--- src/rtl/l2_ecc_scrub_ctrl.sv ---
// Background ECC scrubber for the L2: walks every word at a programmable rate,
// writes back corrected data and records uncorrectable errors.
module l2_ecc_scrub_ctrl #(
  parameter int unsigned           AddrWidth = 32,
  parameter int unsigned           DataWidth = 64,
  parameter logic [AddrWidth-1:0]  L2Base    = 32'h7800_0000,
  parameter logic [AddrWidth-1:0]  L2Size    = 32'h0040_0000,
  parameter int unsigned           CntWidth  = 16
) (
  input  logic                 clk_i,
  input  logic                 rst_i,
  input  logic                 enable_i,
  input  logic [CntWidth-1:0]  interval_i,
  input  logic                 clear_cnt_i,
  input  logic                 port_busy_i,
  output logic                 scrub_req_o,
  output logic                 scrub_we_o,
  output logic [AddrWidth-1:0] scrub_addr_o,
  output logic [DataWidth-1:0] scrub_wdata_o,
  input  logic                 scrub_gnt_i,
  input  logic                 scrub_rvalid_i,
  input  logic [DataWidth-1:0] scrub_rdata_i,
  input  logic                 ecc_single_err_i,
  input  logic                 ecc_multi_err_i,
  output logic                 pass_done_o,
  output logic [CntWidth-1:0]  corrected_cnt_o,
  output logic [CntWidth-1:0]  uncorrectable_cnt_o,
  output logic [AddrWidth-1:0] fail_addr_o,
  output logic                 uncorrectable_irq_o
);

  localparam logic [AddrWidth-1:0] Stride   = AddrWidth'(DataWidth / 8);
  localparam logic [AddrWidth-1:0] LastAddr = L2Base + L2Size - Stride;

  typedef enum logic [2:0] {IDLE, WAIT, RD_REQ, RD_RSP, WR_REQ} state_e;

  state_e               state_q, state_d;
  logic [AddrWidth-1:0] ptr_q, ptr_d;
  logic [CntWidth-1:0]  cnt_q, cnt_d;
  logic                 hold_q, hold_d;
  logic [DataWidth-1:0] wdata_q, wdata_d;
  logic [CntWidth-1:0]  corr_q, corr_d;
  logic [CntWidth-1:0]  unc_q, unc_d;
  logic [AddrWidth-1:0] fail_q, fail_d;
  logic                 irq_q, irq_d;
  logic                 advance;
  logic                 req;

  function automatic logic [CntWidth-1:0] sat_inc(input logic [CntWidth-1:0] v);
    return (&v) ? v : v + CntWidth'(1);
  endfunction

  always_comb begin
    state_d     = state_q;
    ptr_d       = ptr_q;
    cnt_d       = cnt_q;
    hold_d      = hold_q;
    wdata_d     = wdata_q;
    corr_d      = corr_q;
    unc_d       = unc_q;
    fail_d      = fail_q;
    irq_d       = irq_q;
    advance     = 1'b0;
    req         = 1'b0;
    pass_done_o = 1'b0;

    case (state_q)
      IDLE: begin
        if (enable_i) begin
          cnt_d   = interval_i;
          state_d = WAIT;
        end
      end
      WAIT: begin
        if (cnt_q == '0) state_d = RD_REQ;
        else             cnt_d   = cnt_q - CntWidth'(1);
      end
      RD_REQ, WR_REQ: begin
        // Once raised, the request stays up until granted even if busy rises.
        req = hold_q | ~port_busy_i;
        if (req && scrub_gnt_i) begin
          hold_d = 1'b0;
          if (state_q == RD_REQ) state_d = RD_RSP;
          else                   advance = 1'b1;
        end else if (req) begin
          hold_d = 1'b1;
        end
      end
      RD_RSP: begin
        if (scrub_rvalid_i) begin
          if (ecc_multi_err_i) begin
            unc_d = sat_inc(unc_q);
            if (!irq_q) begin
              fail_d = ptr_q;
              irq_d  = 1'b1;
            end
            advance = 1'b1;
          end else if (ecc_single_err_i) begin
            wdata_d = scrub_rdata_i;
            corr_d  = sat_inc(corr_q);
            state_d = WR_REQ;
          end else begin
            advance = 1'b1;
          end
        end
      end
      default: state_d = IDLE;
    endcase

    if (advance) begin
      pass_done_o = (ptr_q == LastAddr);
      ptr_d       = (ptr_q == LastAddr) ? L2Base : ptr_q + Stride;
      cnt_d       = interval_i;
      state_d     = enable_i ? WAIT : IDLE;
    end

    if (clear_cnt_i) begin
      corr_d = '0;
      unc_d  = '0;
      fail_d = '0;
      irq_d  = 1'b0;
    end
  end

  always_ff @(posedge clk_i) begin
    if (rst_i) begin
      state_q <= IDLE;
      ptr_q   <= L2Base;
      cnt_q   <= '0;
      hold_q  <= 1'b0;
      wdata_q <= '0;
      corr_q  <= '0;
      unc_q   <= '0;
      fail_q  <= '0;
      irq_q   <= 1'b0;
    end else begin
      state_q <= state_d;
      ptr_q   <= ptr_d;
      cnt_q   <= cnt_d;
      hold_q  <= hold_d;
      wdata_q <= wdata_d;
      corr_q  <= corr_d;
      unc_q   <= unc_d;
      fail_q  <= fail_d;
      irq_q   <= irq_d;
    end
  end

  assign scrub_req_o         = req;
  assign scrub_we_o          = (state_q == WR_REQ);
  assign scrub_addr_o        = ptr_q;
  assign scrub_wdata_o       = wdata_q;
  assign corrected_cnt_o     = corr_q;
  assign uncorrectable_cnt_o = unc_q;
  assign fail_addr_o         = fail_q;
  assign uncorrectable_irq_o = irq_q;

endmodule

--- config.mk ---
export PLATFORM = sky130hd
export DESIGN_NAME = l2_ecc_scrub_ctrl
export DESIGN_NICKNAME = d
export VERILOG_FILES = /design/src/rtl/l2_ecc_scrub_ctrl.sv
export SDC_FILE = /design/constraint.sdc
export NUM_CORES = 1
export LEC_CHECK = 0
export CORE_MARGIN = 8
export CORE_UTILIZATION = 46
export CTS_CLUSTER_DIAMETER = 60
export DETAILED_ROUTE_END_ITERATION = 12
export PLACE_DENSITY_LB_ADDON = 0.25
export RECOVER_POWER = 50
export SYNTH_ARGS = -nofsm -noshare
export SYNTH_HDL_FRONTEND = slang
export SYNTH_SLANG_ARGS = --single-unit
--- constraint.sdc ---
create_clock -name clk_i -period 2.5 [get_ports clk_i]
set_clock_uncertainty 0.05 [all_clocks]
set_input_delay 0.5 -clock clk_i [delete_from_list [all_inputs] [get_ports clk_i]]
set_output_delay 0.5 -clock clk_i [all_outputs]
set_load 0.01 [all_outputs]
==> results by group <==
Run status
  • Run status: finished with violations
  • Failing checks: setup timing

Yosys
  • Cell area after synthesis: 7630 um^2
  • Synth Register Bits: 175
  • Netlist cell types: 62
  • Leading post-synthesis cells by cell area: dfxtp_1 46%, nand2_1 11%, a21oi_1 8.4%
  • Ys flop type: dfxtp_1
  • Synth top cells by count: 218 x nand2_1, 175 x dfxtp_1, 128 x a21oi_1
  • Ys Warns: 0
  • Mapped Cells: 947
  • Post-synth top area share: 0.459
  • EDFF count, synth: 0
  • Most frequent cell after synthesis: nand2_1
  • Seq/Total Area, Yosys: 0.459
  • Largest area contributor in the netlist: dfxtp_1
  • Synth async-reset ratio: 0
  • Synth Area per Inst: 8.06 um^2

Placement
  • DP Area: 10700 um^2
  • # port buffers: 246
  • Hpwl dp: 17.0 mm
  • RD Place Congestion: 0.819

Layout
  • Layout cell share with drive strength beyond 1: 0.107
  • Fin nets: 1319
  • Finished layout cell area: 11400 um^2
  • Util after Layout: 0.693
  • P&R area growth vs syn: 49.1%
  • Ant diodes: 0

Floorplanning
  • Row count: 47
  • Die ar.: 21000 um^2
  • IO Count: 253
  • CORE AREA: 16400 um^2
  • Die Ht: 145 um
  • Die outline width: 145 um
  • Initial core utilization: 0.465

Timing
  • Max Clk Rate: 387 MHz
  • Pin slew with the least headroom to its limit: 0.942 ns
  • Hold Violations, Final: 0
  • Hold WS: 0.381 ns
  • RSZ-0062 raised after global routing: yes
  • Tmin final: 2.58 ns
  • Share of the clock period used by the worst path: 1.03
  • Relative slew slack: 0.372
  • Setup-failing EPs final: 1
  • Final WS setup: -0.0830 ns
  • Slew Limit Fails: 0

Setup path
  • R2R depth: 7
  • CP Depth: 4
  • CP Cell Sequence: or4_4, or4_4, nor3_4, buf_2
  • Crit path DAT: 2.03 ns
  • Critical path peak fanout: 2
  • WS Path Type: flip-flop to primary output
  • Cell family with most CP delay: simple AND/OR/NAND/NOR gates
  • Worst EP required: 1.95 ns
  • Max stage delay cell, worst path: or4_4
  • Worst Setup End Kind: primary output
  • CP Buf/Inv Count: 1
  • Startpoint Class: flip-flop
  • Delay of the slowest critical-path stage: 0.52 ns
  • Critical Path Most Common Cell: or4_4

CTS
  • Clock latency on the worst-skew pair: 0.43 ns
  • TritonCTS clock tree: built
  • CTS max path bufs: 2
  • # hold bufs at CTS: 0
  • # H-tree levels: 4
  • Reg clk slew, reported paths: 0.07 ns
  • Clock root buffer: clkbuf_16
  • CTS Sinks: 175
  • Post-CTS Resized: 7
  • Post-CTS Setup Bufs: 0
  • Clock buffer count from CTS: 17

Power
  • Overall power: 6.41 mW
  • VDD IR-drop max: 467 uV
  • LEAKAGE: 4.49 nW
  • PD cells: 564 nW/um^2

Drt
  • Vias: 7706
  • Detailed Route Iter0 Violations: 451
  • Routed length per instance: 16.4 um
  • Vias per cell: 5.29
  • Drt total wl: 23.9 mm
  • DRT antenna net count: 0
  • # DRC: 0
  • First-pass DRT Iterations: 4

Global routing
  • Largest net degree at the start of global routing: 85
  • GRT Total Usage: 0.223
  • Initial antenna violation count: 0
  • Grt ovf: 0
  • First-pass GRT wire length: 37.1 mm
  • Vias in the first global route: 7335

Flow run
  • Maxcap violations: 0

Hold path
  • Worst hold path type: primary input to flip-flop
  • Hold path depth: 3
[state kept, by name, indices dropped and copies added, names as in the netlist]
register             cells
state_q                  3
hold_q                   1
uncorrectable_cnt_o     16
scrub_addr_o            29
cnt_q                   16
uncorrectable_irq_o      1
scrub_wdata_o           64
fail_addr_o             29
corrected_cnt_o         16
[worst reg2reg max path, stage by stage, from the launching register on]
cell and delay [ns]:
dfxtp_1 0.32, inv_1 0.11, ha_1 0.16, or4b_2 0.65, nor4_4 0.28, and3_4 0.37
a2111oi_0 0.10, a211oi_1 0.21
[metal layers]
layer  GRT usage  routed length [um]
met5           0                   0
met4      0.0761                 494
met3      0.0810                2120
met2       0.380               11700
met1       0.253                9590
[area by class of cell]
class                           instances  area [um^2]
Clock buffer                           17          425
Tap cell                              220          275
Clock inverter                         15          221
Inverter                               11         41.3
Timing Repair Buffer                  323         3090
Sequential cell                       175         3500
Multi-Input combinational cell        697         3820
Fill cell                            1323         5030
[path summary, 6_finish.rpt]
check        slack (ns)               from                      end
min                0.38              rst_i  uncorrectable_cnt_o[11]
max reg2reg        0.15           cnt_q[0]                 cnt_q[0]
max               -0.08   scrub_addr_o[31]              pass_done_o
min reg2reg        0.40  scrub_wdata_o[11]        scrub_wdata_o[11]
[where the power goes]
| part | total [mW] | switching [mW] | internal, mW |
|---|---|---|---|
| Combinational | 0.602 | 0.309 | 0.292 |
| Sequential | 2.87 | 0.0418 | 2.83 |
| Clock | 2.94 | 1.23 | 1.71 |
[kinds of logic after synthesis]
logic type,synth area share
multiplexers,0.00525
buffers and inverters,0.0461
other,0.000491
adder cells (fa/ha/maj),0.00820
flip-flops,0.459
AND/OR/NAND/NOR,0.260
XOR/XNOR,0.0425
AO/OA/AOI/OAI,0.179
[through the flow]
step                instances  setup WS, ns  setup TNS (ns)
global placement         1426        -0.425           -8.64
detailed placement       1426        -0.419          -12.44
finish                   1458       -0.0830         -0.0830
floorplan                 952         0.369               0
CTS                      1458       -0.0837         -0.0837
global route             1458        -0.145          -0.145
[cells in the final DEF (no fill, tap or decap), types with 4 or more instances in the layout]
cell type and count:
or2_2 5, clkbuf_1 4, nand2_1 218, o21ai_0 17, nand2b_1 6, bufinv_16 4, nand4_1 9, xor2_1 15
o2111ai_1 7, o311ai_0 4, dfxtp_1 175, nor3_1 21, nor4_1 8, or4_1 6, o31ai_1 14, a211oi_1 9
inv_6 4, a21oi_1 128, nand3_1 19, o311ai_1 8, a31oi_1 5, ha_1 5, dlygate4sd3_1 155, clkdlybuf4s50_1 88
a22oi_1 4, clkbuf_16 17, and4_1 4, a2111oi_0 4, buf_4 67, xnor2_1 22, and2_1 4, mux2i_1 4
conb_1 6, o211ai_1 8, nor3b_1 4, inv_1 11, or3_1 16, and3_1 9, nor2_1 68, buf_12 5
No activity file was read; power rests on OpenSTA's default activity.
